`src/rtl/ladner_adder_pipe.sv`:
```
// Pipelined Ladner-Fischer prefix adder: one prefix level per register stage, global stall.
// Optional signed-overflow output enabled by defining LADNER_OVF_EN.
module ladner_adder_pipe #(
    parameter int WIDTH = 16,
    parameter int LOG2W = 4
) (
    input  logic             clk,
    input  logic             rst,
    input  logic             in_valid,
    output logic             in_ready,
    input  logic [WIDTH-1:0] a,
    input  logic [WIDTH-1:0] b,
    input  logic             cin,
    output logic             out_valid,
    input  logic             out_ready,
    output logic [WIDTH-1:0] sum,
    output logic             cout
`ifdef LADNER_OVF_EN
    ,
    output logic             ovf
`endif
);

    if (LOG2W != $clog2(WIDTH) || WIDTH < 4 || WIDTH > 64 || (WIDTH & (WIDTH - 1)) != 0) begin : g_param_check
        $error("ladner_adder_pipe: WIDTH must be a power of two in 4..64 and LOG2W == clog2(WIDTH)");
    end

    logic             adv;
    logic [LOG2W:0]   vld_q;
    logic [LOG2W:0]   cin_q;
    logic [WIDTH-1:0] p_q [0:LOG2W];
    logic [WIDTH-1:0] g_q [0:LOG2W];
    logic [WIDTH-1:0] h_q [0:LOG2W];
    logic [WIDTH-1:0] p_d [0:LOG2W];
    logic [WIDTH-1:0] g_d [0:LOG2W];

    logic [WIDTH-1:0] sum_q, sum_d;
    logic             cout_q, cout_d;
    logic             out_valid_q;

    assign adv       = !out_valid_q || out_ready;
    assign in_ready  = adv;
    assign out_valid = out_valid_q;
    assign sum       = sum_q;
    assign cout      = cout_q;

    // Entry 0 is the operand pre-processing; entry k+1 is prefix level k applied to registered entry k.
    always_comb begin
        int j;
        j      = 0;
        p_d[0] = a ^ b;
        g_d[0] = a & b;
        g_d[0][0] = (a[0] & b[0]) | ((a[0] ^ b[0]) & cin);
        for (int k = 0; k < LOG2W; k++) begin
            p_d[k+1] = p_q[k];
            g_d[k+1] = g_q[k];
            for (int i = 0; i < WIDTH; i++) begin
                if (((i >> k) & 1) == 1) begin
                    j = ((i >> (k + 1)) << (k + 1)) + (1 << k) - 1;
                    g_d[k+1][i] = g_q[k][i] | (p_q[k][i] & g_q[k][j]);
                    p_d[k+1][i] = p_q[k][i] & p_q[k][j];
                end
            end
        end
    end

    always_comb begin
        sum_d  = h_q[LOG2W] ^ {g_q[LOG2W][WIDTH-2:0], cin_q[LOG2W]};
        cout_d = g_q[LOG2W][WIDTH-1];
    end

`ifdef LADNER_OVF_EN
    logic [LOG2W:0] sa_q, sb_q;
    logic           ovf_q, ovf_d;

    assign ovf_d = (sa_q[LOG2W] == sb_q[LOG2W]) && (sum_d[WIDTH-1] != sa_q[LOG2W]);
    assign ovf   = ovf_q;

    always_ff @(posedge clk) begin
        if (adv) begin
            sa_q <= {sa_q[LOG2W-1:0], a[WIDTH-1]};
            sb_q <= {sb_q[LOG2W-1:0], b[WIDTH-1]};
        end
    end
`endif

    always_ff @(posedge clk or posedge rst) begin
        if (rst) begin
            vld_q       <= '0;
            out_valid_q <= 1'b0;
            sum_q       <= '0;
            cout_q      <= 1'b0;
`ifdef LADNER_OVF_EN
            ovf_q       <= 1'b0;
`endif
        end else if (adv) begin
            vld_q       <= {vld_q[LOG2W-1:0], in_valid};
            out_valid_q <= vld_q[LOG2W];
            // Outputs only change on a real result, so bubbles leave the last result visible.
            if (vld_q[LOG2W]) begin
                sum_q  <= sum_d;
                cout_q <= cout_d;
`ifdef LADNER_OVF_EN
                ovf_q  <= ovf_d;
`endif
            end
        end
    end

    always_ff @(posedge clk) begin
        if (adv) begin
            cin_q  <= {cin_q[LOG2W-1:0], cin};
            h_q[0] <= p_d[0];
            for (int k = 0; k <= LOG2W; k++) begin
                p_q[k] <= p_d[k];
                g_q[k] <= g_d[k];
            end
            for (int k = 0; k < LOG2W; k++) begin
                h_q[k+1] <= h_q[k];
            end
        end
    end

endmodule
```
`config.mk`:
```
export PLATFORM = sky130hd
export DESIGN_NAME = ladner_adder_pipe
export DESIGN_NICKNAME = d
export VERILOG_FILES = /design/src/rtl/ladner_adder_pipe.sv
export SDC_FILE = /design/constraint.sdc
export NUM_CORES = 1
export LEC_CHECK = 0
export BUFFER_PORTS_ARGS = -buffer_cell sky130_fd_sc_hd__buf_4
export CORE_MARGIN = 8
export CORE_UTILIZATION = 40
export CTS_CLUSTER_DIAMETER = 150
export DETAILED_ROUTE_END_ITERATION = 8
export RECOVER_POWER = 100
export SLEW_MARGIN = 20
export SYNTH_ARGS = -nofsm -noshare
export SYNTH_HDL_FRONTEND = slang
export SYNTH_SLANG_ARGS = --single-unit
```
`constraint.sdc`:
```
create_clock -name clk -period 3 [get_ports clk]
set_input_delay 0.3 -clock clk [delete_from_list [all_inputs] [get_ports clk]]
set_output_delay 0.3 -clock clk [all_outputs]
set_load 0.02 [all_outputs]
```
==> out/qor.yml, run 1 <==
job:
  max_cap_viol_count: 0
floorplan:
  die_x_microns: 150
  ios: 56
  row_count: 49
  dieArea_sq_um: 22600
  placeableCoreArea_sq_um: 17800
  start_util_pct: 40.6
  chipHeight_microns: 150
critical_path:
  cpPeakStageDelay_ns: 0.76
  crit_buf_inv: 1
  path_depth: 2
  worst_r2r_path_depth: 2
  startpoint_type: "register"
  worst-setup-path-type: "register to primary output"
  cp_top_family: "simple AND/OR/NAND/NOR gates"
  rr_endpoint: "g_q[0][1]"
  reg2reg_from: "out_valid"
  cp_max_fo: 24
  endpoint: "in_ready"
  crit_start: "out_valid"
  crit_chain: "nand2b_1, clkbuf_1"
  end_kind: "primary output"
  worstPathRequired_ns: 2.70
  rrSetupSlack_ns: 0.85
  crit_slowest_cell: "nand2b_1"
  worstPathArrival_ns: 1.95
synth:
  synth_edf_count: 188
  synth_area_leader_cell: "edfxtp_1"
  ys_types: 16
  avgSynthCellArea_sq_um: 21.1
  synth_common_cells: "edfxtp_1, a21o_1, a21oi_1"
  synthFlopType: "edfxtp_1"
  syn_area_sq_um: 7240
  synth_area_leaders: "edfxtp_1, dfrtp_1, a21o_1"
  synth_top_area_share_pct: 78.0
  post-synth-top-count-cell: "edfxtp_1"
  syn_inst: 343
  yosysWarnings: 0
  synth_seq_cells: 211
  synth_nets: 396
  synthArstFlopShare_pct: 10.9
  ys_seq_area_share_pct: 86.0
global_route:
  grt_usage_pct: 7.95
  grt_antenna_before_repair: 0
  overflow: 0
  grt_pass1_vias: 3066
  grt_pass1_wl_mm: 14.7
  grt_max_degree: 73
final_layout:
  final-seq-area_sq_um: 6220
  antenna-diode-count: 0
  final_area_sq_um: 8480
  fin_cells: 660
  nets: 470
  n_fill_cell: 1465
  drive_above_1_share_pct: 16.9
  multi_input_area_sq_um: 943
  area_growth_syn_to_layout_pct: 17.2
placement:
  preCtsSetupSlack_ns: 1.35
  dp_hpwl_mm: 5.85
  portBuffers: 55
  placed_cells: 622
  place.gp.congestion: 0.685
  placed_cell_area_sq_um: 7930
timing:
  rsz0062_at_grt: "false"
  slew_violations: 0
  fmax_ghz: 0.445
  min_period_over_period_pct: 75.0
  post-route-min-period_ns: 2.25
  finalSetupTns_ns: 0
  worst_slack_ns: 0.751
  slew_headroom_pct: 27.8
  setup_viol: 0
  finClkSkew_ns: 0.00495
  hold_viol_final: 0
  worstMarginPinSlew_ns: 1.08
cts:
  cts-buffers-inserted: 21
  cts.sinks: 211
  cts_tree: "built"
  path_clk_slew_ns: 0.06
  cts_root_buf: "clkbuf_16"
  cts_hold_buf: 1
  cts_resized: 0
  post-cts-setup-buffers: 0
  cts_buffer_depth: 3
  h-tree-depth: 1
  clk_latency_ns: 0.47
min_path:
  hp-class: "input pin to asynchronous set/reset pin"
power_and_ir_drop:
  p_total_w: 0.00855
  power_density_nw_per_um2: 1010
  leakage_nw: 3.18
  ir_worst_vdd_mv: 0.445
drt:
  drtIter0Drc: 133
  routed_wirelength_mm: 9.09
  avgViaCountPerCell: 4.50
  vias: 2969
  drc: 0
  dr.pass1.iters: 4
  wl_per_cell_microns: 13.8
  ant_nets: 0
outcome:
  status: "finished, final reports clean"
[report_power, final]
| part | switching [W] | internal, W |
|---|---|---|
| Clock | 0.000975 | 0.00136 |
| Combinational | 0.000745 | 0.000472 |
| Sequential | 0.000432 | 0.00456 |
| Total | 0.00215 | 0.00640 |
[worst min-delay path by stage]
stage               from        end  slack, ns  cells after the start
2_1_floorplan        rst       cout       0.30                      1
3_3_place_gp   h_q[2][0]  h_q[3][0]       0.40                      0
3_5_place_dp    cin_q[1]   cin_q[2]       0.40                      0
4_1_cts              rst     sum[0]       0.02                      2
5_1_grt         in_valid   vld_q[0]       0.05                      2
6_report             rst    sum[12]      0.009                      2
[cell families (layout without fill, tap and decap cells)]
kind of cell / count (synthesis) / count (layout) / synth area share, %
flip-flops: 211 / 211 / 86.0
buffers and inverters: 9 / 97 / 0.830
XOR/XNOR: 16 / 16 / 1.94
adder cells (fa/ha/maj): 16 / 16 / 2.77
AO/OA/AOI/OAI: 65 / 65 / 5.64
AND/OR/NAND/NOR: 20 / 20 / 1.87
multiplexers: 6 / 6 / 0.986
[metrics by stage]
stage | hold slack (ns) | util (%)
after global routing | 0.0524 | 47.5
after floorplan | 0.302 | -
after global placement | 0.400 | 44.4
after detailed placement | 0.405 | 44.4
final | 0.00863 | 47.5
after CTS | 0.0201 | 48.0
[worst reg2reg max path, cell delays in order (launching register included)]
cell      delay (ns)
dfrtp_1         0.38
nand2b_1        0.76
buf_4           0.64
[registers in the layout (all words and copies together), names as in the netlist]
register and cells:
p_q 24, sum 16, cin_q 5, h_q 79, vld_q 5, cout 1
out_valid 1, g_q 80
[layout make-up]
class,count,share of cell area [%]
clock buffers,24,6.33
clock inverters,13,1.03
inverters,1,0.0443
multi-input cells,123,11.1
flip-flops and latches,211,73.4
well taps,229,3.38
repair buffers,59,4.71
[routing by layer]
layer	track usage (%)	routed length (microns)	part of all wire, %	vias to the layer above
met1	9.92	4260	47	1414
met5	0	0	0	-
met3	2.01	459	5.0	19
li1	-	-	-	1468
met2	12.9	4100	45	68
met4	3.55	269	3.0	0
[placed cells by master (no fill, tap or decap)]
cell           netlist  layout
mux2_2               5       5
clkbuf_1             2      22
a21o_1              33      33
and2_1              17       7
a21oi_1             32      32
bufinv_16            0       1
inv_1                1       1
edfxtp_1           188     188
clkinv_1             0       6
clkinv_2             0       4
clkbuf_4             0      18
buf_4                0      19
ha_1                16      16
buf_12               0       2
dfrtp_1             23      23
xnor2_1             16      16
and2_0               0      10
and2_4               1       1
clkbuf_16            0      21
mux2_1               0       1
clkinvlp_4           0       2
dlygate4sd3_1        0       1
nand2b_1             1       2
Power figures use the tool's default switching activity.
==> inputs of run 2 (changes only) <==
ABC_AREA = 1   (was default)
clock period = 2.2 ns   (was 3 ns; I/O delays follow)
==> run 2 against run 1 <==
  * Count of clock-buffer cells in the layout rose by 7
  * Clock skew is essentially flat
  * Area after synthesis is 2.6% higher
  * Critical path type is now register to register
  * Critical endpoint is now g_q[0][8]
  * Largest power group unchanged
  * Highest routed layer unchanged
==> out/qor.yml, run 2 <==
timing:
  fmax_ghz: 0.503
  finClkSkew_ns: 0.00497
  slew_violations: 0
  hold_viol_final: 0
  worstMarginPinSlew_ns: 0.835
  rsz0062_at_grt: "false"
  slew_headroom_pct: 44.3
  finalSetupTns_ns: 0
  post-route-min-period_ns: 1.99
  setup_viol: 0
  min_period_over_period_pct: 90.3
cts:
  cts.sinks: 211
  h-tree-depth: 1
  post-cts-setup-buffers: 0
  cts_root_buf: "clkbuf_16"
  cts_buffer_depth: 3
  path_clk_slew_ns: 0.06
  cts-buffers-inserted: 21
  cts_resized: 0
  clk_latency_ns: 0.47
  cts_tree: "built"
drt:
  drc: 0
  vias: 3360
  dr.pass1.iters: 4
  drtIter0Drc: 182
  routed_wirelength_mm: 9.65
  avgViaCountPerCell: 4.31
  wl_per_cell_microns: 12.4
  ant_nets: 0
critical_path:
  cp_max_fo: 64
  worstPathRequired_ns: 2.31
  reg2reg_from: "out_valid"
  crit_chain: "nand2_8, clkbuf_2"
  worst-setup-path-type: "register to register"
  startpoint_type: "register"
  end_kind: "register"
  worst_r2r_path_depth: 2
  crit_buf_inv: 1
  crit_slowest_cell: "clkbuf_2"
  rrSetupSlack_ns: 0.21
  rr_endpoint: "g_q[0][8]"
  worstPathArrival_ns: 2.09
  cpPeakStageDelay_ns: 0.63
  cp_top_family: "buffers and inverters"
placement:
  dp_hpwl_mm: 6.32
  portBuffers: 55
  place.gp.congestion: 0.708
  placed_cells: 739
global_route:
  grt_usage_pct: 8.12
  grt_pass1_wl_mm: 15.8
  grt_antenna_before_repair: 0
  grt_max_degree: 65
  overflow: 0
  grt_pass1_vias: 3389
floorplan:
  row_count: 50
  placeableCoreArea_sq_um: 18500
  chipHeight_microns: 152
  start_util_pct: 40.2
  die_x_microns: 152
  dieArea_sq_um: 23200
  ios: 56
final_layout:
  drive_above_1_share_pct: 13.0
  reg_top3: "g_q: 80 flops, h_q: 79 flops, p_q: 24 flops"
  nets: 584
  mostFrequentLayoutCells: "edfxtp_1, nand2_1, inv_1, a21o_1, clkbuf_1"
  fin_util_pct: 47.7
  area_growth_syn_to_layout_pct: 18.5
  largest_register: "g_q"
  final_common_cell: "edfxtp_1"
  antenna-diode-count: 0
  fin_cells: 779
  largest_reg_flops: 80
synth:
  ys_types: 14
  syn_inst: 449
  synth_seq_cells: 211
  synthArstFlopShare_pct: 10.9
  synth_common_cells: "edfxtp_1, nand2_1, inv_1"
  yosysWarnings: 0
  synth_area_leader_cell: "edfxtp_1"
  ys_seq_area_share_pct: 83.8
  synth_area_leaders: "edfxtp_1, dfrtp_1, nand2_1"
  synthFlopType: "edfxtp_1"
  avgSynthCellArea_sq_um: 16.5
  synth_top_area_share_pct: 76.0
  post-synth-top-count-cell: "edfxtp_1"
  syn_area_sq_um: 7430
  synth_edf_count: 188
  synth_nets: 502
power_and_ir_drop:
  p_seq_share_pct: 57.4
  p_comb_share_pct: 14.3
  p_int_w: 0.00937
  switching_share_pct: 25.5
  power.switching_w: 0.00320
  p_clk_share_pct: 28.3
  power_density_nw_per_um2: 1430
  p_total_w: 0.0126
  leakage_nw: 3.85
  ir_worst_vdd_mv: 0.506
min_path:
  hold-path-cell-count: 2
  min_from: "b[13]"
  hold-path-endpoint: "h_q[0][13]"
  hp-class: "input pin to register"
outcome:
  status: "finished, final reports clean"
job:
  max_cap_viol_count: 0
run 2: cell types whose count changed after synthesis, sizes merged, moves of 2 or more:
cell / change
a21oi: -31
buf: -4
nand2: +127
mux2: -6
inv: +51
and2: -18
xnor2: -16
nand2b: -2
nand3: +5
run 2: final cells by class:
cell class              count  area (sq um)
clock buffers              31           604
well taps                 234           293
multi-input cells         183           990
fillers                  1562          9650
clock inverters             6           103
inverters                  52           195
repair buffers             62           399
flip-flops and latches    211          6220
run 2: worst reg2reg max path: stages, from the launching register on:
cell,delay (ns)
dfrtp_1,0.52
nand2_8,0.41
clkbuf_2,0.68
run 2: power groups by stage:
stage          combinational (W)  clock, W  sequential, W
2_1_floorplan            0.00118         0        0.00727
3_3_place_gp             0.00196         0        0.00724
3_5_place_dp             0.00203         0        0.00733
4_1_cts                  0.00205   0.00366        0.00726
5_1_grt                  0.00207   0.00380        0.00742
6_report                 0.00179   0.00356        0.00722
run 2: cells by family (layout without fill, tap and decap cells):
| kind of cell | count (synthesis) | in the layout | share of synthesized area (%) |
|---|---|---|---|
| adder cells (fa/ha/maj) | 16 | 16 | 2.70 |
| AO/OA/AOI/OAI | 35 | 35 | 3.62 |
| buffers and inverters | 55 | 151 | 2.93 |
| flip-flops | 211 | 211 | 83.8 |
| AND/OR/NAND/NOR | 132 | 132 | 6.99 |
run 2: timing repair:
item,4_1_cts,5_1_grt
hold buffers,3,0
hold endpoints to repair,25,0
setup endpoints to repair,0,0
run 2: through the flow:
step	worst slack (ns)	instance area, sq um	hold slack (ns)
after global routing	0.0870	8800	0.0189
after detailed placement	0.576	8200	0.405
after global placement	0.643	8200	0.401
after CTS	0.180	8940	0.0126
final	0.214	8800	0.0273
after floorplan	0.204	7440	0.222
run 2: metal layers:
layer / up-vias / GRT usage, % / share of wire (%)
met1: 1548 / 10.5 / 47
met2: 63 / 12.9 / 46
li1: 1730 / - / -
met5: - / 0 / 0
met3: 19 / 1.62 / 3.9
met4: 0 / 3.95 / 2.6
run 2: worst max-delay path by stage:
stage               startpoint         to  slack (ns)  depth (start not counted)
finish               out_valid  g_q[0][8]        0.21                          2
global route         out_valid  g_q[0][7]        0.09                          2
CTS                  out_valid   in_ready        0.18                          2
detailed placement   out_valid  h_q[0][3]        0.58                          2
global placement     out_valid  g_q[0][3]        0.64                          2
floorplan            out_valid       cout        0.20                          5
==> inputs of run 3 (changes only) <==
--- a/config.mk
+++ b/config.mk
@@ -7,4 +7,5 @@
 export LEC_CHECK = 0
 export ABC_AREA = 1
+export ABC_CLOCK_PERIOD_IN_PS = 2200
 export BUFFER_PORTS_ARGS = -buffer_cell sky130_fd_sc_hd__buf_4
 export CORE_MARGIN = 8
==> constraint.sdc (replaced) <==
create_clock -name clk -period 2.2 [get_ports clk]
set_input_delay 0.44 -clock clk [delete_from_list [all_inputs] [get_ports clk]]
set_output_delay 0.44 -clock clk [all_outputs]
set_load 0.02 [all_outputs]
==> run 3 against run 2 <==
  * Cell area decreased by 1.3%
  * Register-to-register slack gained 0.06 ns
  * Sequential share of layout area is 0.92 points higher
  * Critical path type is now register to primary output
  * Global-route usage up 0.087 points
  * Critical path depth is the same
  * Die area stayed put
  * Sequential power about the same
  * Critical endpoint is now in_ready
  * Core utilization down 0.61 points
==> out/qor.yml, run 3 (synthesis results as in run 2) <==
outcome:
  status: "finished, final reports clean"
drt:
  drc: 0
  wl_per_cell_microns: 12.0
  vias: 3333
  drtIter0Drc: 128
  ant_nets: 0
  avgViaCountPerCell: 4.30
  routed_wirelength_mm: 9.33
  dr.pass1.iters: 5
critical_path:
  crit_start: "out_valid"
  rrSetupSlack_ns: 0.27
  worstPathRequired_ns: 1.76
  cp_max_fo: 35
  reg2reg_from: "out_valid"
  worst_r2r_path_depth: 2
  worst-setup-path-type: "register to primary output"
  endpoint: "in_ready"
  rr_endpoint: "h_q[1][13]"
  worstPathArrival_ns: 1.52
  end_kind: "primary output"
  startpoint_type: "register"
final_layout:
  reg_top3: "g_q: 80 flops, h_q: 79 flops, p_q: 24 flops"
  antenna-diode-count: 0
  mostFrequentLayoutCells: "edfxtp_1, nand2_1, inv_1, a21o_1, clkbuf_1"
  multi_input_area_sq_um: 990
  final_common_cell: "edfxtp_1"
  largest_register: "g_q"
  area_growth_syn_to_layout_pct: 17.0
  nets: 582
  final-seq-area_sq_um: 6220
  drive_above_1_share_pct: 13.3
  largest_reg_flops: 80
  n_fill_cell: 1529
placement:
  dp_hpwl_mm: 6.26
  portBuffers: 55
  place.gp.congestion: 0.674
  preCtsSetupSlack_ns: 0.433
timing:
  fmax_ghz: 0.509
  min_period_over_period_pct: 89.2
  post-route-min-period_ns: 1.96
  finalSetupTns_ns: 0
  worstMarginPinSlew_ns: 0.858
  slew_headroom_pct: 42.7
  worst_slack_ns: 0.237
  rsz0062_at_grt: "false"
  slew_violations: 0
  hold_viol_final: 0
  finClkSkew_ns: 0.0101
  setup_viol: 0
global_route:
  grt_max_degree: 73
  use_met1_pct: 10.5
  grt_antenna_before_repair: 0
  grt_pass1_vias: 3393
  grt_use_met2_pct: 13.0
  grt_usage_pct: 8.20
  grt_pass1_wl_mm: 15.9
  overflow: 0
  met3_usage_pct: 2.01
  top_usage_layer: "met2"
floorplan:
  dieArea_sq_um: 23200
  ios: 56
  chipHeight_microns: 152
  placeableCoreArea_sq_um: 18500
  row_count: 50
  die_x_microns: 152
  start_util_pct: 40.2
cts:
  clk_latency_ns: 0.48
  path_clk_slew_ns: 0.06
  cts-buffers-inserted: 20
  cts_resized: 0
  cts_root_buf: "clkbuf_16"
  cts_tree: "built"
  h-tree-depth: 1
  cts_buffer_depth: 3
  cts_hold_buf: 0
  post-cts-setup-buffers: 0
  cts.sinks: 211
job:
  max_cap_viol_count: 0
power_and_ir_drop:
  p_comb_share_pct: 14.5
  switching_share_pct: 25.9
  p_int_w: 0.00901
  ir_worst_vdd_mv: 0.607
  leakage_nw: 3.80
  p_total_w: 0.0122
  p_clk_share_pct: 26.1
  power_density_nw_per_um2: 1400
  power.switching_w: 0.00315
  p_seq_share_pct: 59.3
min_path:
  hp-class: "input pin to asynchronous set/reset pin"
[run 3: power groups by stage]
stage / combinational, W / sequential (W) / clock, W
floorplan: 0.00118 / 0.00727 / 0
global placement: 0.00192 / 0.00724 / 0
detailed placement: 0.00197 / 0.00733 / 0
CTS: 0.00199 / 0.00725 / 0.00329
global route: 0.00205 / 0.00742 / 0.00344
finish: 0.00177 / 0.00722 / 0.00318
[run 3: through the flow]
step                area (sq um)  std cells  util [%]  hold slack, ns
global route                8690        776      47.1           0.152
detailed placement          8180        741      44.3           0.405
floorplan                   7440        449         -           0.400
global placement            8180        741      44.3           0.401
CTS                         8800        776      47.7           0.132
finish                      8690        776      47.1           0.147
[run 3: final cells by class]
cell class,count,share of cell area [%]
Clock inverter,7,0.662
Multi-Input combinational cell,183,11.4
Sequential cell,211,71.6
Tap cell,234,3.37
Clock buffer,28,6.46
Timing Repair Buffer,61,4.30
Inverter,52,2.25
[run 3: critical path: stages (launching register included)]
cell and delay (ns):
dfrtp_1 0.58, nand2_8 0.23, clkbuf_2 0.24
[run 3: metal layers]
metal / part of all wire, % / vias to the layer above
li1: - / 1717
met1: 47 / 1536
met2: 46 / 61
met3: 4.4 / 19
met4: 2.6 / 0
met5: 0 / -
[run 3: how the worst min path moves through the flow]
stage | start | to | cells past startpoint
6_report | rst | cout | 2
5_1_grt | cin | cin_q[0] | 1
4_1_cts | cin | cin_q[0] | 1
3_5_place_dp | cin_q[2] | cin_q[3] | 0
3_3_place_gp | cin_q[0] | cin_q[1] | 0
2_1_floorplan | cin_q[0] | cin_q[1] | 0
